[src/rtl/fft_pkg.sv]
// Shared FFT datapath types and fixed-point helpers: complex packing, twiddle Q-format,
// round-half-up shift and range clamp on a wide signed accumulator.
package fft_pkg;

  localparam int DEF_WIDTH = 32;
  localparam int DEF_H     = DEF_WIDTH / 2;
  localparam int TW_FRAC   = DEF_H - 1;
  localparam int ACC_W     = 64;

  typedef logic signed [ACC_W-1:0] acc_t;

  typedef struct packed {
    logic signed [DEF_H-1:0] re;
    logic signed [DEF_H-1:0] im;
  } complex_t;

  function automatic acc_t half_limit(input int h);
    return acc_t'(1) <<< (h - 1);
  endfunction

  // Round half up, then arithmetic shift; frac must be at least 1.
  function automatic acc_t round_shift(input acc_t x, input int frac);
    acc_t half;
    half = acc_t'(1) <<< (frac - 1);
    return (x + half) >>> frac;
  endfunction

  function automatic logic out_of_range(input acc_t s, input int h);
    acc_t lim;
    lim = half_limit(h);
    return (s < -lim) || (s > lim - acc_t'(1));
  endfunction

  function automatic acc_t saturate(input acc_t s, input int h, input logic en);
    acc_t lim;
    lim = half_limit(h);
    if (en && (s < -lim)) return -lim;
    if (en && (s > lim - acc_t'(1))) return lim - acc_t'(1);
    return s;
  endfunction

endpackage

[src/rtl/cmul_round.sv]
// Complex multiply B*W (or B*conj(W)) registered as four partial products, followed by the
// combine and round-half-up shift back to H+2 bits.
module cmul_round
  import fft_pkg::*;
#(
  parameter int WIDTH = 32,
  parameter int FRAC  = WIDTH / 2 - 1
) (
  input  logic                       clk,
  input  logic                       rst_n,
  input  logic                       en,
  input  logic [WIDTH-1:0]           b,
  input  logic [WIDTH-1:0]           w,
  input  logic                       inverse,
  output logic signed [WIDTH/2+1:0]  p_re,
  output logic signed [WIDTH/2+1:0]  p_im
);

  localparam int H  = WIDTH / 2;
  localparam int PW = 2 * H + 1;

  logic signed [H-1:0]  b_re, b_im, w_re, w_im;
  logic signed [H:0]    w_im_eff;
  logic signed [PW-1:0] rr_d, ii_d, ir_d, ri_d;
  logic signed [PW-1:0] rr_q, ii_q, ir_q, ri_q;
  acc_t                 pr_full, pi_full, pr_rnd, pi_rnd;
  logic [ACC_W-H-3:0]   pr_unused, pi_unused;

  always_comb begin
    b_re = b[WIDTH-1:H];
    b_im = b[H-1:0];
    w_re = w[WIDTH-1:H];
    w_im = w[H-1:0];
    // One extra bit so that conj of the most negative Wi stays exact.
    w_im_eff = inverse ? -(H+1)'(w_im) : (H+1)'(w_im);
    rr_d = PW'(b_re) * PW'(w_re);
    ii_d = PW'(b_im) * PW'(w_im_eff);
    ir_d = PW'(b_im) * PW'(w_re);
    ri_d = PW'(b_re) * PW'(w_im_eff);
  end

  always_ff @(posedge clk or negedge rst_n) begin
    if (!rst_n) begin
      rr_q <= '0;
      ii_q <= '0;
      ir_q <= '0;
      ri_q <= '0;
    end else if (en) begin
      rr_q <= rr_d;
      ii_q <= ii_d;
      ir_q <= ir_d;
      ri_q <= ri_d;
    end
  end

  always_comb begin
    pr_full = acc_t'(rr_q) - acc_t'(ii_q);
    pi_full = acc_t'(ir_q) + acc_t'(ri_q);
    pr_rnd  = round_shift(pr_full, FRAC);
    pi_rnd  = round_shift(pi_full, FRAC);
    {pr_unused, p_re} = pr_rnd;
    {pi_unused, p_im} = pi_rnd;
  end

endmodule

[src/rtl/butterfly_pipe.sv]
// Three-stage radix-2 DIT butterfly with a stream interface: operands in S1, partial
// products in S2, add/sub, optional halving and clamp/wrap in S3 (the output register).
module butterfly_pipe
  import fft_pkg::*;
#(
  parameter int WIDTH    = 32,
  parameter int FRAC     = WIDTH / 2 - 1,
  parameter int TAG_W    = 8,
  parameter int SATURATE = 1
) (
  input  logic             clk,
  input  logic             rst_n,
  input  logic             in_valid,
  output logic             in_ready,
  input  logic [WIDTH-1:0] in_a,
  input  logic [WIDTH-1:0] in_b,
  input  logic [WIDTH-1:0] in_twiddle,
  input  logic             in_inverse,
  input  logic             in_scale,
  input  logic [TAG_W-1:0] in_tag,
  output logic             out_valid,
  input  logic             out_ready,
  output logic [WIDTH-1:0] out_add,
  output logic [WIDTH-1:0] out_sub,
  output logic [TAG_W-1:0] out_tag,
  output logic             ovf_sticky,
  input  logic             ovf_clear
);

  localparam int H = WIDTH / 2;

  // Handshake: a beat moves on a cycle where valid and ready are both high. The whole
  // pipe advances together whenever the output slot is empty or being drained, so
  // in_ready is that advance term and out_* stay frozen while out_valid waits on out_ready.
  logic advance;

  logic             s1_valid_d, s1_valid_q;
  logic [WIDTH-1:0] s1_a_d, s1_a_q, s1_b_d, s1_b_q, s1_w_d, s1_w_q;
  logic             s1_inv_d, s1_inv_q, s1_scale_d, s1_scale_q;
  logic [TAG_W-1:0] s1_tag_d, s1_tag_q;

  logic             s2_valid_d, s2_valid_q;
  logic [WIDTH-1:0] s2_a_d, s2_a_q;
  logic             s2_scale_d, s2_scale_q;
  logic [TAG_W-1:0] s2_tag_d, s2_tag_q;

  logic             s3_valid_d, s3_valid_q;
  logic [WIDTH-1:0] s3_add_d, s3_add_q, s3_sub_d, s3_sub_q;
  logic [TAG_W-1:0] s3_tag_d, s3_tag_q;
  logic             s3_ovf_d, s3_ovf_q;
  logic             ovf_sticky_d, ovf_sticky_q;

  logic signed [H+1:0] p_re, p_im;
  logic signed [H-1:0] a_re, a_im;
  acc_t                comp [4];
  logic [ACC_W-H-1:0]  res_unused [4];
  logic [H-1:0]        res [4];
  logic                ovf_any;

  assign advance  = !s3_valid_q || out_ready;
  assign in_ready = advance;

  cmul_round #(
    .WIDTH (WIDTH),
    .FRAC  (FRAC)
  ) u_cmul (
    .clk     (clk),
    .rst_n   (rst_n),
    .en      (advance && s1_valid_q),
    .b       (s1_b_q),
    .w       (s1_w_q),
    .inverse (s1_inv_q),
    .p_re    (p_re),
    .p_im    (p_im)
  );

  // Order in comp/res: add.re, add.im, sub.re, sub.im.
  always_comb begin
    a_re    = s2_a_q[WIDTH-1:H];
    a_im    = s2_a_q[H-1:0];
    comp[0] = acc_t'(a_re) + acc_t'(p_re);
    comp[1] = acc_t'(a_im) + acc_t'(p_im);
    comp[2] = acc_t'(a_re) - acc_t'(p_re);
    comp[3] = acc_t'(a_im) - acc_t'(p_im);
    ovf_any = 1'b0;
    for (int i = 0; i < 4; i++) begin
      if (s2_scale_q) comp[i] = (comp[i] + acc_t'(1)) >>> 1;
      ovf_any = ovf_any | out_of_range(comp[i], H);
      {res_unused[i], res[i]} = saturate(comp[i], H, SATURATE != 0);
    end
  end

  always_comb begin
    s1_valid_d = s1_valid_q;
    s1_a_d     = s1_a_q;
    s1_b_d     = s1_b_q;
    s1_w_d     = s1_w_q;
    s1_inv_d   = s1_inv_q;
    s1_scale_d = s1_scale_q;
    s1_tag_d   = s1_tag_q;
    s2_valid_d = s2_valid_q;
    s2_a_d     = s2_a_q;
    s2_scale_d = s2_scale_q;
    s2_tag_d   = s2_tag_q;
    s3_valid_d = s3_valid_q;
    s3_add_d   = s3_add_q;
    s3_sub_d   = s3_sub_q;
    s3_tag_d   = s3_tag_q;
    s3_ovf_d   = s3_ovf_q;
    if (advance) begin
      s1_valid_d = in_valid;
      if (in_valid) begin
        s1_a_d     = in_a;
        s1_b_d     = in_b;
        s1_w_d     = in_twiddle;
        s1_inv_d   = in_inverse;
        s1_scale_d = in_scale;
        s1_tag_d   = in_tag;
      end
      s2_valid_d = s1_valid_q;
      if (s1_valid_q) begin
        s2_a_d     = s1_a_q;
        s2_scale_d = s1_scale_q;
        s2_tag_d   = s1_tag_q;
      end
      s3_valid_d = s2_valid_q;
      if (s2_valid_q) begin
        s3_add_d = {res[0], res[1]};
        s3_sub_d = {res[2], res[3]};
        s3_tag_d = s2_tag_q;
        s3_ovf_d = ovf_any;
      end
    end
    // A new overflow on the output handshake beats a simultaneous clear.
    if (s3_valid_q && out_ready && s3_ovf_q) ovf_sticky_d = 1'b1;
    else if (ovf_clear)                      ovf_sticky_d = 1'b0;
    else                                     ovf_sticky_d = ovf_sticky_q;
  end

  always_ff @(posedge clk or negedge rst_n) begin
    if (!rst_n) begin
      s1_valid_q   <= 1'b0;
      s1_a_q       <= '0;
      s1_b_q       <= '0;
      s1_w_q       <= '0;
      s1_inv_q     <= 1'b0;
      s1_scale_q   <= 1'b0;
      s1_tag_q     <= '0;
      s2_valid_q   <= 1'b0;
      s2_a_q       <= '0;
      s2_scale_q   <= 1'b0;
      s2_tag_q     <= '0;
      s3_valid_q   <= 1'b0;
      s3_add_q     <= '0;
      s3_sub_q     <= '0;
      s3_tag_q     <= '0;
      s3_ovf_q     <= 1'b0;
      ovf_sticky_q <= 1'b0;
    end else begin
      s1_valid_q   <= s1_valid_d;
      s1_a_q       <= s1_a_d;
      s1_b_q       <= s1_b_d;
      s1_w_q       <= s1_w_d;
      s1_inv_q     <= s1_inv_d;
      s1_scale_q   <= s1_scale_d;
      s1_tag_q     <= s1_tag_d;
      s2_valid_q   <= s2_valid_d;
      s2_a_q       <= s2_a_d;
      s2_scale_q   <= s2_scale_d;
      s2_tag_q     <= s2_tag_d;
      s3_valid_q   <= s3_valid_d;
      s3_add_q     <= s3_add_d;
      s3_sub_q     <= s3_sub_d;
      s3_tag_q     <= s3_tag_d;
      s3_ovf_q     <= s3_ovf_d;
      ovf_sticky_q <= ovf_sticky_d;
    end
  end

  assign out_valid  = s3_valid_q;
  assign out_add    = s3_add_q;
  assign out_sub    = s3_sub_q;
  assign out_tag    = s3_tag_q;
  assign ovf_sticky = ovf_sticky_q;

endmodule

[config.mk]
export PLATFORM = sky130hd
export DESIGN_NAME = butterfly_pipe
export DESIGN_NICKNAME = d
export VERILOG_FILES = /design/src/rtl/fft_pkg.sv /design/src/rtl/cmul_round.sv /design/src/rtl/butterfly_pipe.sv
export SDC_FILE = /design/constraint.sdc
export NUM_CORES = 2
export LEC_CHECK = 0
export CAP_MARGIN = 20
export CORE_MARGIN = 2
export CORE_UTILIZATION = 60
export DETAILED_ROUTE_END_ITERATION = 8
export GPL_ROUTABILITY_DRIVEN = 0
export GPL_TIMING_DRIVEN = 0
export PLACE_DENSITY = 0.85
export SYNTH_ARGS = -nofsm -noshare
export SYNTH_HDL_FRONTEND = slang
export SYNTH_SLANG_ARGS = --single-unit
[constraint.sdc]
create_clock -name clk -period 18.6 [get_ports clk]
set_input_delay 3.72 -clock clk [delete_from_list [all_inputs] [get_ports clk]]
set_output_delay 3.72 -clock clk [all_outputs]
set_load 0.05 [all_outputs]
==> metrics.md <==
| Metric | Value |
|---|---|
| Root buffer selected by CTS | clkbuf_16 |
| Total standard cell area after synthesis | 62900 sq um |
| Top Ports | 186 |
| Failing checks | design-rule violations |
| DRT Wirelength | just over 200000 microns |
| Cell with the most instances after synthesis | inv_1 |
| Number of nets with antenna violations after routing | 0 |
| Startpoint of the worst-slack reg-to-reg timing path | s1_w_q[5] |
| Overall die height | 328 microns |
| Initial DRC Count | 6045 |
| Full die area | 107000 sq um |
| Min-Delay Startpoint | s1_a_q[15] |
| Delay contributed by the slowest stage of the critical path | approximately 0.80 ns |
| Worst hold path depth | 2 |
| Synth Flop Type | dfrtp_1 |
| Count of final hold-check violations | 0 |
| Number of global-route vias before repair | 54358 |
| Peak fanout along the critical path | 10 |
| Final period util | 0.553 |
| Synth area leaders | fa_1, dfrtp_1, ha_1 |
| Final cell area excluding filler cells | 68200 sq um |
| Fill cell instance count of the final layout | 7806 |
| Worst slew slack as a fraction of its limit | 0.133 |
| Count of state elements after synthesis | between 300 and 400 |
| Worst path arrival time | 10.82 ns |
| Element type at the critical path start | flop |
| H-tree lvl count | 2 |
| Hpwl dp | approximately 160000 microns |
| Unique cell type count in the Yosys netlist | 102 |
| Number of synthesis warnings | 0 |
| Clock sink count | 354 |
| Depth of the worst register-to-register path | 33 |
| Kind of critical path | flop to flop |
| Final critical path time including I/O delays and setup | 10.29 ns |
| Unrepaired setup endpoints after global routing | no |
| Seq/Total Area, Yosys | 0.141 |
| Buffers inserted by post-CTS timing repair | 0 |
| Number of endpoints failing setup at the final stage | 0 |
| Initial cell density of the core | 0.606 |
| Hold EP | s2_a_q[15] |
| Post-route DRC violation count | 23 |
| Async set-or-reset flop fraction in the synthesized netlist | 1.00 |
| Total congestion overflow after global routing | 0 |
| Dominant cell type by count on the critical path | fa_1 |
| Number of pins exceeding their max-slew limit in the final report | 0 |
| Maximum clock path buffer count | 3 |
| Synthesized Nets | 8640 |
| Crit-path leading delay family | adder cells |
| Fraction of final layout cells sized beyond drive strength 1 | 0.0394 |
| Number of buffers inserted by port buffering | roughly 190 |
| Tightest Pin Transition | 1.30 ns |
| Class of the most critical hold timing path | flop to flop |
| Pin count of the biggest net entering global routing | approximately 120 |
| All-Layer GR Usage | 0.384 |
| Fraction of post-synthesis cell area in the top cell type by area | 0.344 |
| Number of CTS-inserted buffers | 41 |
| Instance area at placement | about 67000 sq um |
| Cell count after synthesis | 6912 |
| Post-synth EDFFs | 0 |
| Drt pass-1 iters | 9 |
| Core utilization of the finished layout | 0.657 |
| Slack of the worst reg-to-reg path | 8.31 ns |
| Cts repair resizes | 0 |
| Die width | 328 microns |
| CTS Hold Buffers Added | 0 |
| Net count reported at finish | 8887 |
| TritonCTS clock tree | done |
| Total Neg Setup Slack | 0 ns |
| Run status | finished with violations |
| Setup crit end kind | flop |
| First-pass GRT wire length | 310000 microns |
| Buffer and inverter count on the worst path | 7 |
| Final worst clock skew | ~0.10 ns |
| Clock slew seen by the registers of the worst setup and hold paths | 0.06 ns |
| Via count | between 50000 and 60000 |
| Clock latency at the later pin of the worst-skew pair | about 0.69 ns |
| Max-cap violations | 0 |
| Core area | just over 100000 sq um |
| Slowest cell on crit path | xor2_1 |
| Worst reg2reg path endpoint | u_cmul.ri_q[31] |
| Average cell area after synthesis | 9.10 sq um |
| Most area-hungry cell type in the Yosys netlist | fa_1 |
| Post-synthesis to final-layout area growth | 8.42% |
| Standard-cell row count | about 120 |
| Via density per instance | 6.16 |
| Max frequency | 97.2 MHz |
| Most numerous cell types in the synthesized netlist | inv_1, fa_1, nand2_1 |
| Required time of the critical path | 19.13 ns |
| Initial antenna violation count | 35 |
| Detail-routed net length per standard cell | about 24 microns |
[cells in the final DEF (no fill, tap or decap), types with 35 or more instances in the layout]
master           count
inv_1             1222
fa_1              1081
nand2_1           1058
ha_1               536
and2_1             423
dfrtp_1            354
clkbuf_1           308
o21ai_0            251
clkdlybuf4s50_1    184
a21oi_1            165
xnor2_1            154
nor2_1             136
mux2_2             112
a21o_1             105
nand3_1             82
xor2_1              82
nor3_1              70
nand2b_1            64
nor2b_1             53
a211oi_1            52
clkbuf_16           41
a31oi_1             37
and3_1              35
[layout make-up]
type	instances	area [sq um]	area share
Clock buffer	56	1120	0.0165
Multi-Input combinational cell	5003	48200	0.706
Inverter	1226	4600	0.0675
Clock inverter	18	231	0.00339
Timing Repair Buffer	204	2170	0.0319
Antenna cell	17	42.5	0.000624
Sequential cell	354	8860	0.130
Tap cell	1380	1730	0.0253
Buffer	329	1280	0.0188
[cells by family after synthesis]
kind of cell / count (synthesis) / share of synthesized area
xor+xnor: 236 / 0.0329
simple gates: 2082 / 0.160
flops: 354 / 0.141
compound gates: 944 / 0.101
buf+inv: 1555 / 0.0935
fa+ha+maj: 1617 / 0.451
mux: 124 / 0.0220
[worst max-delay path by stage]
stage / from / endpoint / depth (start not counted)
floorplan: s1_w_q[5] / u_cmul.ii_q[30] / 33
global placement: rst_n / s1_w_q[14] / 1
detailed placement: s1_w_q[5] / u_cmul.ri_q[31] / 33
CTS: s1_w_q[5] / u_cmul.ri_q[31] / 33
global route: s1_w_q[5] / u_cmul.ri_q[31] / 33
finish: s1_w_q[5] / u_cmul.ri_q[31] / 33
[flip-flops by register name, summed over array words and instances (netlist names), 8 cells and up]
name	count
out_sub	32
s2_tag_q	8
u_cmul.ir_q	32
u_cmul.ri_q	33
s1_a_q	32
s1_tag_q	8
u_cmul.rr_q	32
out_add	32
u_cmul.ii_q	33
s1_b_q	32
out_tag	8
s1_w_q	32
s2_a_q	32
[per-layer routing]
metal	part of all wire	GRT usage
met1	0.33	0.436
met2	0.42	0.568
met3	0.15	0.166
met4	0.10	0.301
met5	0.0012	0.00577
[per-stage QoR]
step | worst slack [ns] | std cells | hold slack, ns
6_report | 8.31 | 8587 | 0.466
5_1_grt | 7.84 | 8571 | 0.480
4_1_cts | 8.09 | 8558 | 0.466
3_5_place_dp | 8.16 | 8484 | 0.448
3_3_place_gp | -1.60 | 8477 | 0.438
2_1_floorplan | 10.45 | 6912 | 0.430
[tightest hold or removal path: stages (launching register included)]
cell and delay, ns:
dfrtp_1 0.34, nand2_1 0.05, nand2_1 0.04
Power is left out: the tool's default activity adds up to more than one toggle a clock period on the data nets, which glitch-free logic cannot reach.
